**src/rtl/rs_pkg.sv**
```systemverilog
// Shared types for the reservation station: operand/tag/opcode widths, the
// entry record and the CDB tag-match helper.
package rs_pkg;

   localparam int RS_DATA_W = 8;
   localparam int RS_TAG_W  = 2;
   localparam int RS_OP_W   = 4;

   typedef logic [RS_DATA_W-1:0] data_t;
   typedef logic [RS_TAG_W-1:0]  tag_t;
   typedef logic [RS_OP_W-1:0]   op_t;

   localparam op_t OP_ADD = 4'b0000;
   localparam op_t OP_SUB = 4'b0001;
   localparam op_t OP_AND = 4'b0010;
   localparam op_t OP_OR  = 4'b0011;

   typedef struct packed {
      logic  busy;
      op_t   opcode;
      tag_t  rob_tag;
      logic  v1;
      data_t val1;
      tag_t  tag1;
      logic  v2;
      data_t val2;
      tag_t  tag2;
   } rs_entry_t;

   // An operand wakes when it is still pending and its producer is on the bus.
   function automatic logic tag_hit(input logic v, input tag_t t,
                                    input logic bus_valid, input tag_t bus_tag);
      return !v && bus_valid && (t == bus_tag);
   endfunction

endpackage

```
**src/rtl/rs_age_matrix.sv**
```systemverilog
// Older-than matrix: older[i][j]=1 means entry i was allocated before entry j.
// Produces a one-hot grant for the oldest eligible entry.
module rs_age_matrix #(
   parameter int DEPTH = 4
) (
   input  logic                     clk,
   input  logic                     rst,
   input  logic                     clear,
   input  logic                     alloc_valid,
   input  logic [$clog2(DEPTH)-1:0] alloc_idx,
   input  logic                     free_valid,
   input  logic [$clog2(DEPTH)-1:0] free_idx,
   input  logic [DEPTH-1:0]         eligible,
   output logic [DEPTH-1:0]         oldest
);

   localparam int IDX_W = $clog2(DEPTH);

   logic [DEPTH-1:0][DEPTH-1:0] older;
   logic [DEPTH-1:0][DEPTH-1:0] older_t;

   // A new entry is younger than everyone else; bits left behind in rows of
   // idle entries are harmless because an idle entry is never eligible.
   always_ff @(posedge clk or posedge rst) begin
      if (rst) begin
         older <= '0;
      end else if (clear) begin
         older <= '0;
      end else begin
         if (free_valid) begin
            for (int j = 0; j < DEPTH; j++) begin
               older[free_idx][j] <= 1'b0;
               older[j][free_idx] <= 1'b0;
            end
         end
         if (alloc_valid) begin
            for (int j = 0; j < DEPTH; j++) begin
               older[alloc_idx][j] <= 1'b0;
               older[j][alloc_idx] <= (IDX_W'(j) != alloc_idx);
            end
         end
      end
   end

   always_comb begin
      older_t = '0;
      oldest  = '0;
      for (int i = 0; i < DEPTH; i++)
         for (int j = 0; j < DEPTH; j++)
            older_t[i][j] = older[j][i];
      for (int i = 0; i < DEPTH; i++)
         oldest[i] = eligible[i] && !(|(eligible & older_t[i]));
   end

endmodule

```
**src/rtl/rs_dispatch.sv**
```systemverilog
// Reservation station: accepts renamed instructions, snoops the CDB for
// pending operands, dispatches the oldest ready entry through a holding register.
// Optional RS_WAKEUP_FWD_EN lets an entry woken by the current broadcast
// dispatch at the capture edge, taking the operand straight from the bus.
module rs_dispatch
   import rs_pkg::*;
#(
   parameter int DEPTH  = 4,
   parameter int DATA_W = RS_DATA_W,
   parameter int TAG_W  = RS_TAG_W,
   parameter int OP_W   = RS_OP_W
) (
   input  logic                     clk,
   input  logic                     rst,
   input  logic                     flush,
   input  logic                     issue_valid,
   output logic                     issue_ready,
   input  logic [OP_W-1:0]          issue_opcode,
   input  logic [TAG_W-1:0]         issue_rob_tag,
   input  logic                     issue_v1,
   input  logic                     issue_v2,
   input  logic [DATA_W-1:0]        issue_val1,
   input  logic [DATA_W-1:0]        issue_val2,
   input  logic [TAG_W-1:0]         issue_tag1,
   input  logic [TAG_W-1:0]         issue_tag2,
   input  logic                     cdb_valid,
   input  logic [TAG_W-1:0]         cdb_tag,
   input  logic [DATA_W-1:0]        cdb_value,
   output logic                     disp_valid,
   input  logic                     disp_ready,
   output logic [OP_W-1:0]          disp_opcode,
   output logic [DATA_W-1:0]        disp_op1,
   output logic [DATA_W-1:0]        disp_op2,
   output logic [TAG_W-1:0]         disp_rob_tag,
   output logic [$clog2(DEPTH):0]   free_count
);

   localparam int IDX_W = $clog2(DEPTH);
   localparam int CNT_W = $clog2(DEPTH) + 1;

   rs_entry_t [DEPTH-1:0] ent;
   rs_entry_t             new_ent;
   logic [DEPTH-1:0]      hit1, hit2, elig, grant;
   data_t [DEPTH-1:0]     rdy1, rdy2;
   logic [IDX_W-1:0]      alloc_idx, sel_idx;
   op_t                   sel_op;
   tag_t                  sel_tag;
   data_t                 sel_val1, sel_val2;
   logic                  issue_acc, disp_load;

   assign issue_ready = (free_count != '0);
   assign issue_acc   = issue_valid && issue_ready && !flush;
   assign disp_load   = !flush && (!disp_valid || disp_ready) && (|grant);

   always_comb begin
      alloc_idx = '0;
      for (int i = DEPTH - 1; i >= 0; i--)
         if (!ent[i].busy) alloc_idx = IDX_W'(i);
   end

   // Same-cycle bypass: an operand produced on the bus this cycle is stored valid.
   always_comb begin
      new_ent         = '0;
      new_ent.busy    = 1'b1;
      new_ent.opcode  = issue_opcode;
      new_ent.rob_tag = issue_rob_tag;
      new_ent.v1      = issue_v1 || tag_hit(issue_v1, issue_tag1, cdb_valid, cdb_tag);
      new_ent.val1    = issue_v1 ? issue_val1 : cdb_value;
      new_ent.tag1    = issue_tag1;
      new_ent.v2      = issue_v2 || tag_hit(issue_v2, issue_tag2, cdb_valid, cdb_tag);
      new_ent.val2    = issue_v2 ? issue_val2 : cdb_value;
      new_ent.tag2    = issue_tag2;
   end

   always_comb begin
      hit1 = '0;
      hit2 = '0;
      elig = '0;
      rdy1 = '0;
      rdy2 = '0;
      for (int i = 0; i < DEPTH; i++) begin
         hit1[i] = ent[i].busy && tag_hit(ent[i].v1, ent[i].tag1, cdb_valid, cdb_tag);
         hit2[i] = ent[i].busy && tag_hit(ent[i].v2, ent[i].tag2, cdb_valid, cdb_tag);
`ifdef RS_WAKEUP_FWD_EN
         elig[i] = ent[i].busy && (ent[i].v1 || hit1[i]) && (ent[i].v2 || hit2[i]);
         rdy1[i] = hit1[i] ? cdb_value : ent[i].val1;
         rdy2[i] = hit2[i] ? cdb_value : ent[i].val2;
`else
         elig[i] = ent[i].busy && ent[i].v1 && ent[i].v2;
         rdy1[i] = ent[i].val1;
         rdy2[i] = ent[i].val2;
`endif
      end
   end

   always_comb begin
      sel_idx  = '0;
      sel_op   = '0;
      sel_tag  = '0;
      sel_val1 = '0;
      sel_val2 = '0;
      for (int i = 0; i < DEPTH; i++) begin
         if (grant[i]) begin
            sel_idx  = IDX_W'(i);
            sel_op   = ent[i].opcode;
            sel_tag  = ent[i].rob_tag;
            sel_val1 = rdy1[i];
            sel_val2 = rdy2[i];
         end
      end
   end

   rs_age_matrix #(.DEPTH(DEPTH)) u_age (
      .clk         (clk),
      .rst         (rst),
      .clear       (flush),
      .alloc_valid (issue_acc),
      .alloc_idx   (alloc_idx),
      .free_valid  (disp_load),
      .free_idx    (sel_idx),
      .eligible    (elig),
      .oldest      (grant)
   );

   always_ff @(posedge clk or posedge rst) begin
      if (rst) begin
         ent <= '0;
      end else if (flush) begin
         ent <= '0;
      end else begin
         for (int i = 0; i < DEPTH; i++) begin
            if (hit1[i]) begin
               ent[i].v1   <= 1'b1;
               ent[i].val1 <= cdb_value;
            end
            if (hit2[i]) begin
               ent[i].v2   <= 1'b1;
               ent[i].val2 <= cdb_value;
            end
            if (disp_load && grant[i]) ent[i].busy <= 1'b0;
            if (issue_acc && (alloc_idx == IDX_W'(i))) ent[i] <= new_ent;
         end
      end
   end

   always_ff @(posedge clk or posedge rst) begin
      if (rst) begin
         disp_valid   <= 1'b0;
         disp_opcode  <= '0;
         disp_op1     <= '0;
         disp_op2     <= '0;
         disp_rob_tag <= '0;
      end else if (flush) begin
         disp_valid <= 1'b0;
      end else if (disp_load) begin
         disp_valid   <= 1'b1;
         disp_opcode  <= sel_op;
         disp_op1     <= sel_val1;
         disp_op2     <= sel_val2;
         disp_rob_tag <= sel_tag;
      end else if (disp_ready) begin
         disp_valid <= 1'b0;
      end
   end

   always_ff @(posedge clk or posedge rst) begin
      if (rst)
         free_count <= CNT_W'(DEPTH);
      else if (flush)
         free_count <= CNT_W'(DEPTH);
      else
         free_count <= free_count + CNT_W'(disp_load) - CNT_W'(issue_acc);
   end

endmodule

```
**config.mk**
```make
export PLATFORM = sky130hd
export DESIGN_NAME = rs_dispatch
export DESIGN_NICKNAME = d
export VERILOG_FILES = /design/src/rtl/rs_pkg.sv /design/src/rtl/rs_age_matrix.sv /design/src/rtl/rs_dispatch.sv
export SDC_FILE = /design/constraint.sdc
export NUM_CORES = 1
export LEC_CHECK = 0
export BUFFER_PORTS_ARGS = -buffer_cell sky130_fd_sc_hd__clkbuf_2
export CAP_MARGIN = 20
export CORE_MARGIN = 8
export CORE_UTILIZATION = 26
export DETAILED_ROUTE_END_ITERATION = 8
export PLACE_DENSITY = 0.47
export SLEW_MARGIN = 5
export SYNTH_ARGS = -nofsm -noshare
export SYNTH_HDL_FRONTEND = slang
export SYNTH_SLANG_ARGS = --single-unit
```
**constraint.sdc**
```tcl
create_clock -name clk -period 4.15 [get_ports clk]
set_clock_uncertainty 0.1 [all_clocks]
set_input_delay 0.2075 -clock clk [delete_from_list [all_inputs] [get_ports clk]]
set_output_delay 0.2075 -clock clk [all_outputs]
set_load 0.005 [all_outputs]
```
# ---- After elaboration in Yosys (flattened, before gate mapping)
# Cells that the tools add are included.
dict set report word_totals {
  register_bits 158
  input_bits 44
  output_inout_bits 27
  elab_cells 267
}
dict set report classes {
  add_sub_neg 2
  order_cmp 4
  eq_ne 16
  mux 74
  n_bitwise 26
  n_reduce_logical 99
}
# operator count
set ops {}
lappend ops {{16-bit AND} 8}
lappend ops {{16-bit NOT} 8}
lappend ops {{116-bit 2-to-1 mux} 1}
lappend ops {{29-bit 2-to-1 mux} 4}
lappend ops {{8-bit 2-to-1 mux} 10}
lappend ops {{9-bit 2-to-1 mux} 8}
lappend ops {{4-bit demux with 2-bit select} 8}
lappend ops {{16-bit 2-to-1 mux} 4}
lappend ops {{1-bit logical AND} 54}
lappend ops {{3-bit nonzero test} 14}
lappend ops {{4-bit AND} 8}
lappend ops {{2-bit 2-to-1 mux} 12}
lappend ops {{4-bit 2-to-1 mux} 6}
lappend ops {{2-bit equality test} 10}
lappend ops {{4-bit OR reduction} 5}
lappend ops {{4-bit bitwise mux} 4}
lappend ops {{1-bit logical NOT} 16}
lappend ops {{1-bit 2-to-1 mux} 12}
lappend ops {{2-bit nonzero test} 5}
lappend ops {{3-bit 2-to-1 mux} 3}
lappend ops {{2-bit by 3-bit less-than comparator with 1-bit output, second input constant} 2}
lappend ops {{1-bit demux with 2-bit select} 2}
lappend ops {{2-bit equality test, second input constant} 2}
lappend ops {{2-bit by 1-bit greater-or-equal comparator with 1-bit output, second input constant} 2}
lappend ops {{other kinds (10)} 13}

# ---- Longest topological paths before layout
# Gate-level depths: netlist (run 1).
dict set report depth {
  depth_word 34
  ltp_mapped 15
  ltp_nobuf 12
}

# ---- Modules after synthesis
# A second synthesis (run 1) with hierarchy kept.
dict set report unflattened {
  cells_unflattened 783
  area_unflattened_um2 8007.7
}
# mod instances cells_per_inst area_per_inst_um2 seq_area_each_um2
set by_module_without_submodules {}
lappend by_module_without_submodules {rs_dispatch 1 698 7198.2 3554.7}
lappend by_module_without_submodules {rs_age_matrix 1 85 809.5 400.4}

# ---- Least setup slack after synthesis (run 1)
# OpenSTA, ideal clock, no wires.
dict set report synth_path {
  path_type {reg2reg}
  from {register ent[57] (netlist bit)}
  to {register free_count[2]}
  setup_ns 0.090
  arrival_ns 2.838
  required_time_ns 3.960
  path_slack_ns 1.121
  stages_incl_launch_ff 15
  n_path_buf 2
  period_less_slack_ns 3.029
  path_cell_list {dfrtp_1 -> buf_6 -> and3_4 -> a22o_4 -> a2111oi_4 -> o31ai_4 -> buf_2 -> ha_1 -> inv_1 -> ha_1 -> inv_1 -> fa_1 -> xor2_1 -> xnor2_1 -> nand2_1}
}
dict set report synth_between {
  elab_chain_cells 11
  elab_cells_between_ends 23
  classes_between {add/sub: 2; mux: 1; bitwise: 4; reduce/logical: 16}
}
# element line_no
set synth_rtl {}
lappend synth_rtl {{start: declaration} rs_dispatch.sv:41} ;# rs_entry_t [DEPTH-1:0] ent;
lappend synth_rtl {{start signal: indexed assignment} rs_dispatch.sv:141} ;# if (issue_acc && (alloc_idx == IDX_W'(i))) ent[i] <= new_ent;
lappend synth_rtl {{1-bit logical AND * (2 in a row)} rs_dispatch.sv:89} ;# elig[i] = ent[i].busy && ent[i].v1 && ent[i].v2;
lappend synth_rtl {{4-bit AND} rs_age_matrix.sv:52} ;# oldest[i] = eligible[i] && !(|(eligible & older_t[i]));
lappend synth_rtl {{4-bit OR reduction} rs_age_matrix.sv:52}
lappend synth_rtl {{1-bit logical NOT} rs_age_matrix.sv:52}
lappend synth_rtl {{1-bit logical AND} rs_age_matrix.sv:52}
lappend synth_rtl {{4-bit OR reduction *} rs_dispatch.sv:53} ;# assign disp_load = !flush && (!disp_valid || disp_ready) && (|grant);
lappend synth_rtl {{1-bit logical AND *} rs_dispatch.sv:53}
lappend synth_rtl {{3-bit by 1-bit adder with 3-bit output *} rs_dispatch.sv:172} ;# free_count <= free_count + CNT_W'(disp_load) - CNT_W'(issue_acc);
lappend synth_rtl {{3-bit by 1-bit subtractor with 3-bit output *} rs_dispatch.sv:172}
lappend synth_rtl {{3-bit 2-to-1 mux *} rs_dispatch.sv:169} ;# else if (flush)
lappend synth_rtl {{end signal: assignment} rs_dispatch.sv:168} ;# free_count <= CNT_W'(DEPTH);
lappend synth_rtl {{end signal: assignment} rs_dispatch.sv:170} ;# free_count <= CNT_W'(DEPTH);
lappend synth_rtl {{end signal: assignment} rs_dispatch.sv:172}
lappend synth_rtl {{end: declaration} rs_dispatch.sv:35} ;# output logic [$clog2(DEPTH):0] free_count
# Mark *: on every way between the ends. The rest lies on a longest branch, timed or not.
# A chain may end at the register's enable or synchronous reset.

# ---- Worst setup path after layout (run 1)
# Ends and elaborated chain as after synthesis.

==> results of run 1 <==
-- cells by family after synthesis --
kind of cell,share of synthesized area [%]
multiplexers,11.0
adder cells (fa/ha/maj),0.563
XOR/XNOR,2.41
AO/OA/AOI/OAI,21.1
AND/OR/NAND/NOR,11.6
buffers and inverters,3.82
flip-flops,49.5
-- sequential cells by signal, summed over array words and instances (netlist names) --
| signal | flops |
|---|---|
| disp_op2 | 8 |
| free_count | 3 |
| disp_rob_tag | 2 |
| disp_valid | 1 |
| ent | 116 |
| disp_op1 | 8 |
| disp_opcode | 4 |
| u_age.older | 16 |
-- Yosys cell counts, types with 2 or more instances --
cell type / number / share of area [%]
a21boi_0: 3 / 0.28
a21oi_1: 74 / 4.6
a21oi_4: 4 / 0.81
a221oi_1: 16 / 1.8
a221oi_2: 9 / 1.7
a22oi_1: 2 / 0.19
a31o_2: 6 / 0.66
a31oi_1: 2 / 0.16
and2_1: 5 / 0.39
and3_1: 2 / 0.16
and4b_1: 2 / 0.25
buf_1: 3 / 0.14
buf_2: 13 / 0.81
buf_4: 3 / 0.28
buf_6: 4 / 0.56
clkbuf_1: 30 / 1.4
dfrtp_1: 157 / 49
ha_1: 2 / 0.31
inv_1: 12 / 0.56
mux2_2: 64 / 9.0
mux2i_1: 16 / 2.0
nand2_1: 121 / 5.7
nand2b_1: 4 / 0.31
nand3_1: 3 / 0.19
nand4_1: 5 / 0.39
nor2_1: 42 / 2.0
nor2b_1: 10 / 0.78
nor3_1: 7 / 0.44
o211ai_1: 3 / 0.28
o21a_1: 7 / 0.66
o21ai_0: 41 / 2.6
o22ai_1: 21 / 1.6
o31ai_1: 7 / 0.66
o31ai_2: 17 / 2.7
o41ai_2: 4 / 0.81
or2_2: 2 / 0.16
xnor2_1: 9 / 0.99
xor2_1: 13 / 1.4
-- metrics by stage --
stage | hold WS, ps | instances | util, %
finish | 19.8 | 1237 | 30.9
global route | 24.6 | 1237 | 30.9
CTS | 6.54 | 1237 | 30.9
detailed placement | 370 | 1195 | 28.8
global placement | 365 | 1195 | 28.8
floorplan | 223 | 767 | -
-- routing by layer --
| metal | GRT usage (%) | vias to the layer above | routed length, µm |
|---|---|---|---|
| met5 | 0 | - | 0 |
| met4 | 3.52 | 0 | 278 |
| met3 | 2.74 | 17 | 853 |
| met2 | 22.4 | 113 | 11700 |
| met1 | 18.4 | 2967 | 11400 |
| li1 | - | 2890 | - |
-- timing repair --
action	CTS	global route
endpoints found under the hold margin	75	0
setup endpoints to repair	0	0
hold buffers	10	0
-- worst reg2reg max path, cell delays in order, from the launching register on --
cell and delay (ps):
dfrtp_1 490, and3_4 210, a22o_4 270, a2111oi_4 450
o31ai_4 130, ha_1 290, inv_1 60, ha_1 130
inv_1 50, fa_1 390, xor2_1 160, xnor2_1 140
nand2_1 70
-- layout make-up --
class / instances / share of cell area, %
timing repair buffer: 95 / 6.12
multi-input combinational: 543 / 40.1
inverter: 13 / 0.559
clock inverter: 15 / 1.38
sequential: 158 / 42.0
clock buffer: 17 / 4.52
tap: 396 / 5.27
-- path summary, 6_finish.rpt --
path / startpoint / to / slack (ps) / depth (start not counted)
max in group asynchronous: rst / u_age.older[13] / 2720 / 4
min in group asynchronous: rst / disp_op2[3] / 360 / 4
min: issue_tag1[0] / ent[11] / 20 / 3
max reg2reg: ent[57] / free_count[2] / 1130 / 12
min reg2reg: disp_opcode[3] / disp_opcode[3] / 380 / 2
max: ent[57] / free_count[2] / 1130 / 12
-- power by group through the flow --
stage          Combinational (mW)  Sequential [mW]  Clock [mW]
2_1_floorplan               0.463             1.84           0
3_3_place_gp                0.642             1.88           0
3_5_place_dp                0.648             1.88           0
4_1_cts                     0.657             1.86        1.55
5_1_grt                     0.717             1.88        1.61
6_report                    0.642             1.85        1.50
==> flow_summary_export.csv, run 1 <==
group,metric,value,unit
pwr,p_sw_share,30.4,%
setup_path,worstPathArrival,3260,ps
cts,insertion_delay,440,ps
synth,ys_seq_elements,158,
cts,root_buffer,"clkbuf_16",
timing,setup_viol,0,
pwr,p_seq_share,46.4,%
min_path,hold_class,"primary input to flip-flop",
pwr,clkPwrFrac,37.6,%
route,ant_nets,0,
global_routing,grt_pass1_vias,6297,
timing,max_freq,0.331,GHz
floorplan,chipWidth,191,µm
setup_path,slowest_stage,"dfrtp_1",
route,first_iter_violations,383,
timing,period_minus_slack,3020,ps
pwr,p_int,2.78,mW
cts,clockBufferDepth,2,
cts,htreeDepth,4,
place,port_buffers,70,
timing,setup_ws,1130,ps
cells_and_area,layout-drive-gt1-share,28.4,%
cells_and_area,fillerInstances,3156,
global_routing,grt.overflow.total,0,
cells_and_area,nNetsFinal,875,
synth,synth_cell_types,60,
floorplan,die_area,36600,µm²
place,dpl_cell_area,8750,µm²
pwr,total_power,4.00,mW
synth,synth_warnings,0,
timing,slew_headroom,31.4,%
setup_path,required,4390,ps
timing,tightestPinTransition,1030,ps
global_routing,grt_pass1_wl,38400,µm
timing,finalHoldViolCount,0,
floorplan,initial_core_util,26.3,%
synth,ys.flop_type,"dfrtp_1",
floorplan,std_cell_rows,64,
place,post-place-ws,1140,ps
cts,clk_pin_slew,60,ps
global_routing,gr-usage-all-layers,13.7,%
job,maxCapViolations,0,
cts,cts_resized,0,
cells_and_area,area_growth,17.7,%
timing,rsz0062_at_grt,"false",
timing,fin_setup_tns,0,ps
global_routing,antenna_found_initial,0,
setup_path,worstPathCellList,"and3_4, a22o_4, a2111oi_4, o31ai_4, ha_1, inv_1, ha_1, inv_1, fa_1, xor2_1, xnor2_1, nand2_1",
synth,avgSynthCellArea,10.4,µm²
synth,syn_nets,814,
cts,numCtsBuffers,17,
cells_and_area,ff_latch_area,3960,µm²
status,status,"completed",
floorplan,core,30400,µm²
place,gp_congestion,0.783,
cells_and_area,antenna_cells,0,
route,drc_errors,0,
global_routing,grt_start_max_net_pins,159,
pwr,combPwrFrac,16.1,%
cts,post_cts_buffers,0,
route,wl_per_cell,19.6,µm
cells_and_area,final_common_cell,"dfrtp_1",
pwr,power.switching,1.21,mW
setup_path,worstPathMaxFanout,10,
cells_and_area,multi_input_area,3770,µm²
pwr,leakage,4.09,nW
cts,cts_sinks,158,
synth,synth-edff-count,0,
route,via_count,5987,
place,hpwlAfterDp,15700,µm
cts,cts_tree,"built",
setup_path,start_kind,"flip-flop",
synth,syn_area,7990,µm²
setup_path,crit_family,"compound AO/OA/AOI/OAI gates",
timing,finalCritPeriodShare,72.8,%
setup_path,path_class,"flip-flop to flip-flop",
synth,syn_inst,767,
floorplan,num_io_pins,71,
setup_path,critPathBufInv,2,
cells_and_area,most-common-layout-cells,"dfrtp_1, nand2_1, a21oi_1",
route,vias_per_cell,4.84,
setup_path,cp-end-kind,"flip-flop",
timing,drv_slew,0,
cells_and_area,design_area,9410,µm²
synth,yosysSeqAreaShare,49.5,%
floorplan,fp.dieH,191,µm
route,drt_wl_total,24300,µm
pwr,ir_drop,0.000264,V
route,drt_pre_antenna_iters,5,
setup_path,max_stage_delay,490,ps
synth,synth-async-reset-ratio,100,%
pwr,p_per_area,425,nW/µm²
(Power assumes the default switching activity.)
==> inputs of run 2 (changes only) <==
==> constraint.sdc (replaced) <==
create_clock -name clk -period 2.6 [get_ports clk]
set_clock_uncertainty 0.1 [all_clocks]
set_input_delay 0.13 -clock clk [delete_from_list [all_inputs] [get_ports clk]]
set_output_delay 0.13 -clock clk [all_outputs]
set_load 0.005 [all_outputs]
==> run 2 against run 1 <==
Net effect:
- global-route usage rose by 0.26 points
- sequential power up 58%
- hold slack better by 24 ps
- cell area grew 5.0%
- highest routed layer unchanged
- wire length rose by 2.4%
- setup slack worse by 1100 ps
- sequential cell count unchanged
- critical endpoint unchanged
- clock-buffer cell count stayed put
- cell count increased by 3.2%
- critical path depth increased by 1
- largest power group unchanged
- first-iteration DRC count rose by 3.1%
==> flow_summary_export.csv, run 2 (same netlist as run 1, synthesis figures left out) <==
group,metric,value,unit
cells_and_area,final_common_cell,"dfrtp_1",
cts,cts_tree,"built",
pwr,total_power,6.69,mW
timing,whs,43.5,ps
place,hpwlAfterDp,17200,µm
pwr,p_per_area,678,nW/µm²
cells_and_area,area_growth,23.5,%
cells_and_area,antenna_cells,0,
route,drt_pre_antenna_iters,5,
cts,clockBufferDepth,2,
setup_path,worstPathMaxFanout,9,
place,gp_congestion,0.799,
cts,cts_sinks,158,
route,highest_layer,"met4",
cts,htreeDepth,4,
cells_and_area,largestRegisters,"ent (116), u_age.older (16)",
cts,root_buffer,"clkbuf_16",
pwr,ir_drop,0.000390,V
timing,finalCritPeriodShare,98.0,%
floorplan,die_area,36600,µm²
status,status,"completed",
global_routing,grt.overflow.total,0,
setup_path,cp-end-kind,"flip-flop",
floorplan,chipWidth,191,µm
setup_path,required,2830,ps
place,port_buffers,70,
route,dr_wl_met3,1080,µm
job,maxCapViolations,0,
route,drt_wl_total,24900,µm
setup_path,worstPathArrival,2780,ps
timing,tightestPinTransition,1050,ps
route,vias_per_cell,4.86,
global_routing,grt_pass1_vias,6406,
floorplan,num_io_pins,71,
global_routing,gr-usage-all-layers,14.0,%
route,drc_errors,0,
floorplan,fp.dieH,191,µm
cells_and_area,nNetsFinal,915,
global_routing,grt_pass1_wl,39400,µm
timing,max_freq,0.392,GHz
cells_and_area,layout-drive-gt1-share,32.2,%
cells_and_area,most-common-layout-cells,"dfrtp_1, nand2_1, a21oi_1",
timing,slew_headroom,30.0,%
route,ant_nets,0,
cells_and_area,fillerInstances,3158,
min_path,hold_class,"primary input to flip-flop",
route,wl_per_cell,19.5,µm
route,first_iter_violations,395,
cells_and_area,largest_register,"ent",
setup_path,start_kind,"flip-flop",
floorplan,initial_core_util,26.3,%
place,placed_cells,1233,
route,route.met2.wl,11400,µm
cts,numCtsBuffers,17,
pwr,leakage,4.33,nW
timing,setup_ws,50.9,ps
global_routing,antenna_found_initial,0,
cts,clk_pin_slew,70,ps
cells_and_area,largest_reg_flops,116,
route,via_count,6206,
timing,rsz0062_at_grt,"true",
floorplan,std_cell_rows,64,
cells_and_area,fin_cells,1277,
timing,period_minus_slack,2550,ps
global_routing,grt_start_max_net_pins,60,
timing,setup_viol,0,
setup_path,path_class,"flip-flop to flip-flop",
cts,insertion_delay,430,ps
route,met1Wirelength,11800,µm
place,post-place-ws,-10.9,ps
timing,drv_slew,0,
timing,finalHoldViolCount,0,
floorplan,core,30400,µm²
[run 2: power breakdown]
part	total (mW)	internal, mW	switching, mW
clock	2.58	1.45	1.12
combinational	1.19	0.531	0.659
sequential	2.93	2.75	0.178
[run 2: worst paths after layout]
kind / startpoint / endpoint / slack (ps) / depth (start not counted)
min: flush / free_count[1] / 40 / 3
max reg2reg: ent[57] / free_count[2] / 50 / 13
min in group asynchronous: rst / ent[91] / 130 / 3
max: ent[57] / free_count[2] / 50 / 13
max in group asynchronous: rst / ent[104] / 1440 / 4
min reg2reg: disp_op2[5] / disp_op2[5] / 380 / 2
[run 2: cell type report]
type	instances	area [µm²]	area share, %
timing repair buffer	135	941	9.53
multi-input combinational	543	3830	38.8
clock inverter	15	179	1.81
inverter	13	52.6	0.532
clock buffer	17	425	4.31
sequential	158	3960	40.0
tap	396	495	5.02
[run 2: critical path, cell delays in order, from the launching register on]
cell and delay, ps:
dfrtp_1 360, buf_4 180, nand4_1 130, nand4_1 190
o21ai_4 90, o31ai_4 280, ha_4 240, inv_2 60
ha_4 110, inv_2 30, fa_2 320, xor2_1 150
xnor2_1 150, nand2_1 70
[run 2: layer usage]
metal  GRT usage [%]  vias to the layer above
met3            2.48                       30
met5               0                        -
met4            4.77                        0
met2            21.9                      154
met1            19.3                     3066
li1                -                     2956
[run 2: what timing repair did]
item	4_1_cts	5_1_grt
gates resized for setup	1	0
hold endpoints to repair	99	0
setup endpoints to repair	1	2
pin swaps	7	1
hold buffers	11	0
setup buffers	1	0
[run 2: per-stage QoR]
stage	util [%]	TNS [ps]	cell area, µm²
after floorplan	-	-362	8060
after global placement	30.1	0	9150
after detailed placement	30.1	-10.9	9150
after CTS	32.5	-9.34	9880
after global routing	32.5	-88.9	9880
final	32.5	0	9880
